<file path="src/rtl/stamp_capture_fifo_pkg.sv">
// Shared definitions for the timestamp capture FIFO: default sizes, sender states and
// the HI-byte layout.
package stamp_capture_fifo_pkg;

  localparam int unsigned STAMP_W_DEFAULT = 14;
  localparam int unsigned DEPTH_DEFAULT   = 8;
  localparam logic        HI_MARKER       = 1'b1;

  typedef enum logic [2:0] {
    StIdle,
    StSendHi,
    StWaitHi,
    StSendLo,
    StWaitLo
  } tx_state_e;

  // HI byte: marker bit, overflow flag, then the top six stamp bits.
  function automatic logic [7:0] hi_byte(input logic ovf, input logic [13:0] s);
    return {HI_MARKER, ovf, s[13:8]};
  endfunction

endpackage

</file>
<file path="src/rtl/stamp_fifo.sv">
// Power-of-two FIFO holding captured stamps. A push is ignored when full and a
// pop is ignored when empty; storage itself is not reset.
module stamp_fifo #(
  parameter int unsigned WIDTH = 14,
  parameter int unsigned DEPTH = 8
) (
  input  logic                     clk,
  input  logic                     rst_n,
  input  logic                     push,
  input  logic                     pop,
  input  logic [WIDTH-1:0]         wdata,
  output logic [WIDTH-1:0]         rdata,
  output logic                     full,
  output logic                     empty,
  output logic [$clog2(DEPTH):0]   level
);

  localparam int unsigned AW = $clog2(DEPTH);
  localparam logic [AW:0] FullLevel = (AW + 1)'(DEPTH);

  logic [WIDTH-1:0] mem [DEPTH];
  logic [AW-1:0]    wptr_q, rptr_q;
  logic [AW:0]      level_q;
  logic             do_push, do_pop;

  assign full    = (level_q == FullLevel);
  assign empty   = (level_q == '0);
  assign do_push = push & ~full;
  assign do_pop  = pop & ~empty;
  assign rdata   = mem[rptr_q];
  assign level   = level_q;

  always_ff @(posedge clk or negedge rst_n) begin
    if (!rst_n) begin
      wptr_q  <= '0;
      rptr_q  <= '0;
      level_q <= '0;
    end else begin
      if (do_push) wptr_q <= wptr_q + 1'b1;
      if (do_pop)  rptr_q <= rptr_q + 1'b1;
      unique case ({do_push, do_pop})
        2'b10:   level_q <= level_q + 1'b1;
        2'b01:   level_q <= level_q - 1'b1;
        default: level_q <= level_q;
      endcase
    end
  end

  always_ff @(posedge clk) begin
    if (do_push) mem[wptr_q] <= wdata;
  end

endmodule

</file>
<file path="src/rtl/stamp_capture_fifo.sv">
// Captures the phase counter on each rising edge of an asynchronous event, queues it,
// and streams each entry to a byte transmitter as a HI/LO pair with rts handshaking.
module stamp_capture_fifo
  import stamp_capture_fifo_pkg::*;
#(
  parameter int unsigned STAMP_W = STAMP_W_DEFAULT,
  parameter int unsigned DEPTH   = DEPTH_DEFAULT
) (
  input  logic                   clk,
  input  logic                   rst_n,
  input  logic                   external,
  input  logic [STAMP_W-1:0]     stamp,
  input  logic                   rts,
  output logic [7:0]             data,
  output logic                   dataready,
  output logic [$clog2(DEPTH):0] level,
  output logic                   overflow
);

  logic       sync1_q, sync2_q, prev_q, armed_q;
  logic [1:0] fill_q;
  logic       cap, push, drop, pop, full, empty;

  logic [STAMP_W-1:0] rdata, entry_q;
  tx_state_e          state_q;
  logic [7:0]         data_q;
  logic               dataready_q, seen_low_q, report_q, overflow_q;
  logic [13:0]        entry14;
  logic               unused_entry_hi;

  // Arming waits until the synchroniser holds a real pin sample and that sample is
  // low, so a line already high at reset release cannot fake a rising edge.
  always_ff @(posedge clk or negedge rst_n) begin
    if (!rst_n) begin
      sync1_q <= 1'b0;
      sync2_q <= 1'b0;
      prev_q  <= 1'b0;
      fill_q  <= 2'd0;
      armed_q <= 1'b0;
    end else begin
      sync1_q <= external;
      sync2_q <= sync1_q;
      prev_q  <= sync2_q;
      if (fill_q != 2'd2) fill_q <= fill_q + 2'd1;
      if (fill_q == 2'd2 && !sync2_q) armed_q <= 1'b1;
    end
  end

  assign cap  = sync2_q & ~prev_q & armed_q;
  assign push = cap & ~full;
  assign drop = cap & full;
  assign pop  = (state_q == StIdle) && !empty && rts;

  stamp_fifo #(
    .WIDTH (STAMP_W),
    .DEPTH (DEPTH)
  ) u_fifo (
    .clk   (clk),
    .rst_n (rst_n),
    .push  (push),
    .pop   (pop),
    .wdata (stamp),
    .rdata (rdata),
    .full  (full),
    .empty (empty),
    .level (level)
  );

  assign entry14         = 14'(entry_q);
  assign unused_entry_hi = ^entry14[13:8];

  always_ff @(posedge clk or negedge rst_n) begin
    if (!rst_n) begin
      state_q     <= StIdle;
      entry_q     <= '0;
      data_q      <= 8'h00;
      dataready_q <= 1'b0;
      seen_low_q  <= 1'b0;
      report_q    <= 1'b0;
    end else begin
      dataready_q <= 1'b0;
      unique case (state_q)
        StIdle: begin
          if (pop) begin
            entry_q     <= rdata;
            data_q      <= hi_byte(overflow_q, 14'(rdata));
            dataready_q <= 1'b1;
            report_q    <= overflow_q;
            state_q     <= StSendHi;
          end
        end
        StSendHi: begin
          seen_low_q <= ~rts;
          state_q    <= StWaitHi;
        end
        StWaitHi: begin
          if (!rts) begin
            seen_low_q <= 1'b1;
          end else if (seen_low_q) begin
            data_q      <= entry14[7:0];
            dataready_q <= 1'b1;
            state_q     <= StSendLo;
          end
        end
        StSendLo: begin
          seen_low_q <= ~rts;
          state_q    <= StWaitLo;
        end
        StWaitLo: begin
          if (!rts) begin
            seen_low_q <= 1'b1;
          end else if (seen_low_q) begin
            state_q <= StIdle;
          end
        end
        default: state_q <= StIdle;
      endcase
    end
  end

  // Only the flag value latched into the HI byte is cleared; a drop in the
  // reporting cycle itself keeps it set for the next entry.
  always_ff @(posedge clk or negedge rst_n) begin
    if (!rst_n) begin
      overflow_q <= 1'b0;
    end else if (drop) begin
      overflow_q <= 1'b1;
    end else if (state_q == StSendHi && report_q) begin
      overflow_q <= 1'b0;
    end
  end

  assign data      = data_q;
  assign dataready = dataready_q;
  assign overflow  = overflow_q;

endmodule

</file>
<file path="config.mk">
export PLATFORM = sky130hd
export DESIGN_NAME = stamp_capture_fifo
export DESIGN_NICKNAME = d
export VERILOG_FILES = /design/src/rtl/stamp_capture_fifo_pkg.sv /design/src/rtl/stamp_fifo.sv /design/src/rtl/stamp_capture_fifo.sv
export SDC_FILE = /design/constraint.sdc
export NUM_CORES = 1
export LEC_CHECK = 0
export ABC_AREA = 0
export BUFFER_PORTS_ARGS = -buffer_cell sky130_fd_sc_hd__clkbuf_2
export CORE_MARGIN = 5
export CORE_UTILIZATION = 40
export CTS_CLUSTER_DIAMETER = 60
export DETAILED_ROUTE_END_ITERATION = 8
export GPL_TIMING_DRIVEN = 0
export PLACE_DENSITY_LB_ADDON = 0.25
export SLEW_MARGIN = 30
export SYNTH_ARGS = -nofsm -noshare
export SYNTH_HDL_FRONTEND = slang
export SYNTH_SLANG_ARGS = --single-unit
</file>
<file path="constraint.sdc">
create_clock -name clk -period 5.6 [get_ports clk]
set_input_delay 0.28 -clock clk [delete_from_list [all_inputs] [get_ports clk]]
set_output_delay 0.28 -clock clk [all_outputs]
set_load 0.01 [all_outputs]
</file>
==> metrics.cfg <==
[clock_tree]
path_clk_slew_ps = 60
cts.sinks = 151
cts_made_buffers = 17
clockBufferDepth = 2
cts_tree = done
post_cts_resized = 0
cts_root_buf = clkbuf_16
cts_setup_buffers = 0
htreeDepth = 4
clkLatencyLatePin_ps = 420

[die]
core_area_um2 = 14530
die_y_um = 131.9
die-area_um2 = 17410
initial_core_util_pct = 40.92
ios = 32
fp-row-count = 44
die_w_um = 131.9

[logic_synthesis]
ys.flop_type = edfxtp_1
synth_cell_types = 36
synth_fp_nets = 356
netlist_instances = 332
synth_seq_cells = 151
synth_edf_count = 112
yosysTopAreaCellShare_pct = 56.55
ys_async_sr_fraction_pct = 25.83
synth_area_um2 = 5947
postSynthAreaPerCell_um2 = 17.91
synth_warnings = 0
yosysSeqAreaShare_pct = 72.96
synth_commonest_cells = 112 x edfxtp_1, 39 x dfrtp_1, 28 x mux4_2
synth_area_leader_cell = edfxtp_1
synth_area_leaders = edfxtp_1 57%, dfrtp_1 16%, mux4_2 11%
synth.most_common_cell = edfxtp_1

[finish]
drive_above_1_share_pct = 29.98
fillers = 1235
multi_input_area_um2 = 1525
fin_nets = 418
seqCellArea_um2 = 4339
area_growth_pct = 19.65
finalNonFillerCells = 591
diodes = 0

[detailed_routing]
routed_wirelength_um = 11810
drc = 0
drt_first_pass_iters = 5
wl_per_cell_um = 19.99
ant_nets = 0
routed-via-count = 3079
dr.first_iter.drc_count = 210
viasPerCell = 5.210

[flow_run]
max_cap_violations = 0

[run_status]
status = finished, final reports clean

[placement]
port-buffer-count = 31
dp_hpwl_um = 8085
gp_congestion = 0.7190
place_inst = 557

[sta]
period_share_pct = 49.09
tightestPinTransition_ps = 767.5
worst_clock_skew_ps = 8.979
slew-limit-headroom_pct = 48.83
period_needed_ps = 2749
rsz0062_at_grt = no
fmax_ghz = 0.3637
maxSlewViolCount = 0
totalNegativeSetupSlack_ps = 0
setup_viol = 0
hold_violations = 0

[power_and_ir_drop]
p_leak_nw = 2.585
peakVddDrop_mv = 0.2686
powerDensity_nw_per_um2 = 531.1

[worst_setup_path]
end_kind = flip-flop
r2r_setup_slack_ps = 2850
r2r_start = u_fifo.level[3]$_DFFE_PN0P_
startpoint_type = flip-flop
critPathArrivalTime_ps = 3040
crit_type = reg2reg
crit_required_ps = 5900
worstRegToRegCells = 11
r2r_end = u_fifo.level[2]$_DFFE_PN0P_
cp_max_fo = 10

[global_route]
grt_max_degree = 40
grt_pass1_wl_um = 19160
grt_pass1_vias = 3388
grt_remaining_overflow = 0
grt_antenna_before_repair = 0
grt_use_total_pct = 14.57

[min_path]
min_from = stamp[11]
hold_path_depth = 1
whs_endpoint = u_fifo.mem[7][11]$_DFFE_PP_
worstHoldPathType = in2reg

-- worst max-delay path, stage by stage, from the launching register on --
cell      delay (ps)
dfrtp_1          440
or4_4            580
nand4b_1         180
buf_4            210
inv_1             80
ha_1             260
xor2_1           180
ha_1             190
a21oi_1          140
xor2_1           160
nor2_1            60
xor2_1           140
-- where the power goes --
group / internal [mW] / switching (mW)
clock network: 0.756 / 0.429
logic: 0.493 / 0.587
registers: 1.39 / 0.121
total: 2.64 / 1.14
-- worst max path at each step --
stage / startpoint / endpoint / slack [ps] / cells after the start
after floorplan: u_fifo.level[3]$_DFFE_PN0P_ / u_fifo.level[2]$_DFFE_PN0P_ / 3030 / 11
after global placement: u_fifo.level[1]$_DFFE_PN0P_ / u_fifo.mem[0][4]$_DFFE_PP_ / 1840 / 4
after detailed placement: u_fifo.level[3]$_DFFE_PN0P_ / u_fifo.level[2]$_DFFE_PN0P_ / 2840 / 11
after CTS: u_fifo.level[3]$_DFFE_PN0P_ / u_fifo.level[2]$_DFFE_PN0P_ / 2830 / 11
after global routing: u_fifo.level[2]$_DFFE_PN0P_ / u_fifo.level[2]$_DFFE_PN0P_ / 2590 / 11
final: u_fifo.level[3]$_DFFE_PN0P_ / u_fifo.level[2]$_DFFE_PN0P_ / 2850 / 11
-- kinds of logic after synthesis --
| logic type | synth area share (%) |
|---|---|
| buffers and inverters | 1.809 |
| AOI/OAI and AO/OA | 4.145 |
| xor gates and xnor gates | 1.620 |
| adders and majority gates | 1.262 |
| DFF | 72.96 |
| muxes | 12.88 |
| and+or+nand+nor | 5.323 |
-- flip-flops by register name, summed over array words and instances, names as in the netlist, 2 cells and up --
name and count:
u_fifo.wptr_q 3, state_q 3, entry14 8, u_fifo.mem 112, u_fifo.rptr_q 3, fill_q 2, u_fifo.level 4, data 8
-- cell usage in the layout (no fill, tap or decap), types with 9 or more instances in the layout --
master and count:
edfxtp_1 112, dfrtp_1 39, clkbuf_2 30, mux4_2 28, nand2_1 23, clkbuf_16 17
nor2_1 14, o21ai_0 12, nor2b_1 10, mux2i_1 9
-- cell type report --
type,instances,area share [%]
buffer,14,1.143
clock buffer,20,6.277
clock inverter,12,2.479
inverter,7,0.3693
multi-input combinational,160,21.43
sequential,151,60.98
tap,184,3.235
timing repair buffer,43,4.079
-- what timing repair did --
| action | 4_1_cts | 5_1_grt |
|---|---|---|
| endpoints found under the setup margin | 0 | 0 |
| hold buffers | 1 | 1 |
| hold endpoints to repair | 1 | 39 |
-- through the flow --
step | hold WS (ps) | util [%] | total power [mW] | instance area (um2) | setup slack, ps
floorplan | -15.59 | - | 2.275 | 5947 | 3029
global route | 139.7 | 48.96 | 3.996 | 7116 | 2591
CTS | 57.21 | 48.87 | 3.831 | 7103 | 2826
detailed placement | 337.0 | 44.52 | 2.637 | 6470 | 2841
global placement | 335.2 | 43.57 | 2.573 | 6332 | 1845
finish | 139.8 | 48.96 | 3.779 | 7116 | 2851
-- metal layers --
| layer | share of wire (%) | vias to the layer above | GRT usage (%) | wire (um) |
|---|---|---|---|---|
| li1 | - | 1407 | - | - |
| met1 | 43 | 1598 | 18.59 | 5136 |
| met2 | 51 | 55 | 23.83 | 5991 |
| met3 | 3.8 | 19 | 3.855 | 445 |
| met4 | 2.0 | 0 | 5.771 | 240 |
| met5 | 0 | - | 0 | 0 |
Power figures use the tool's default switching activity.
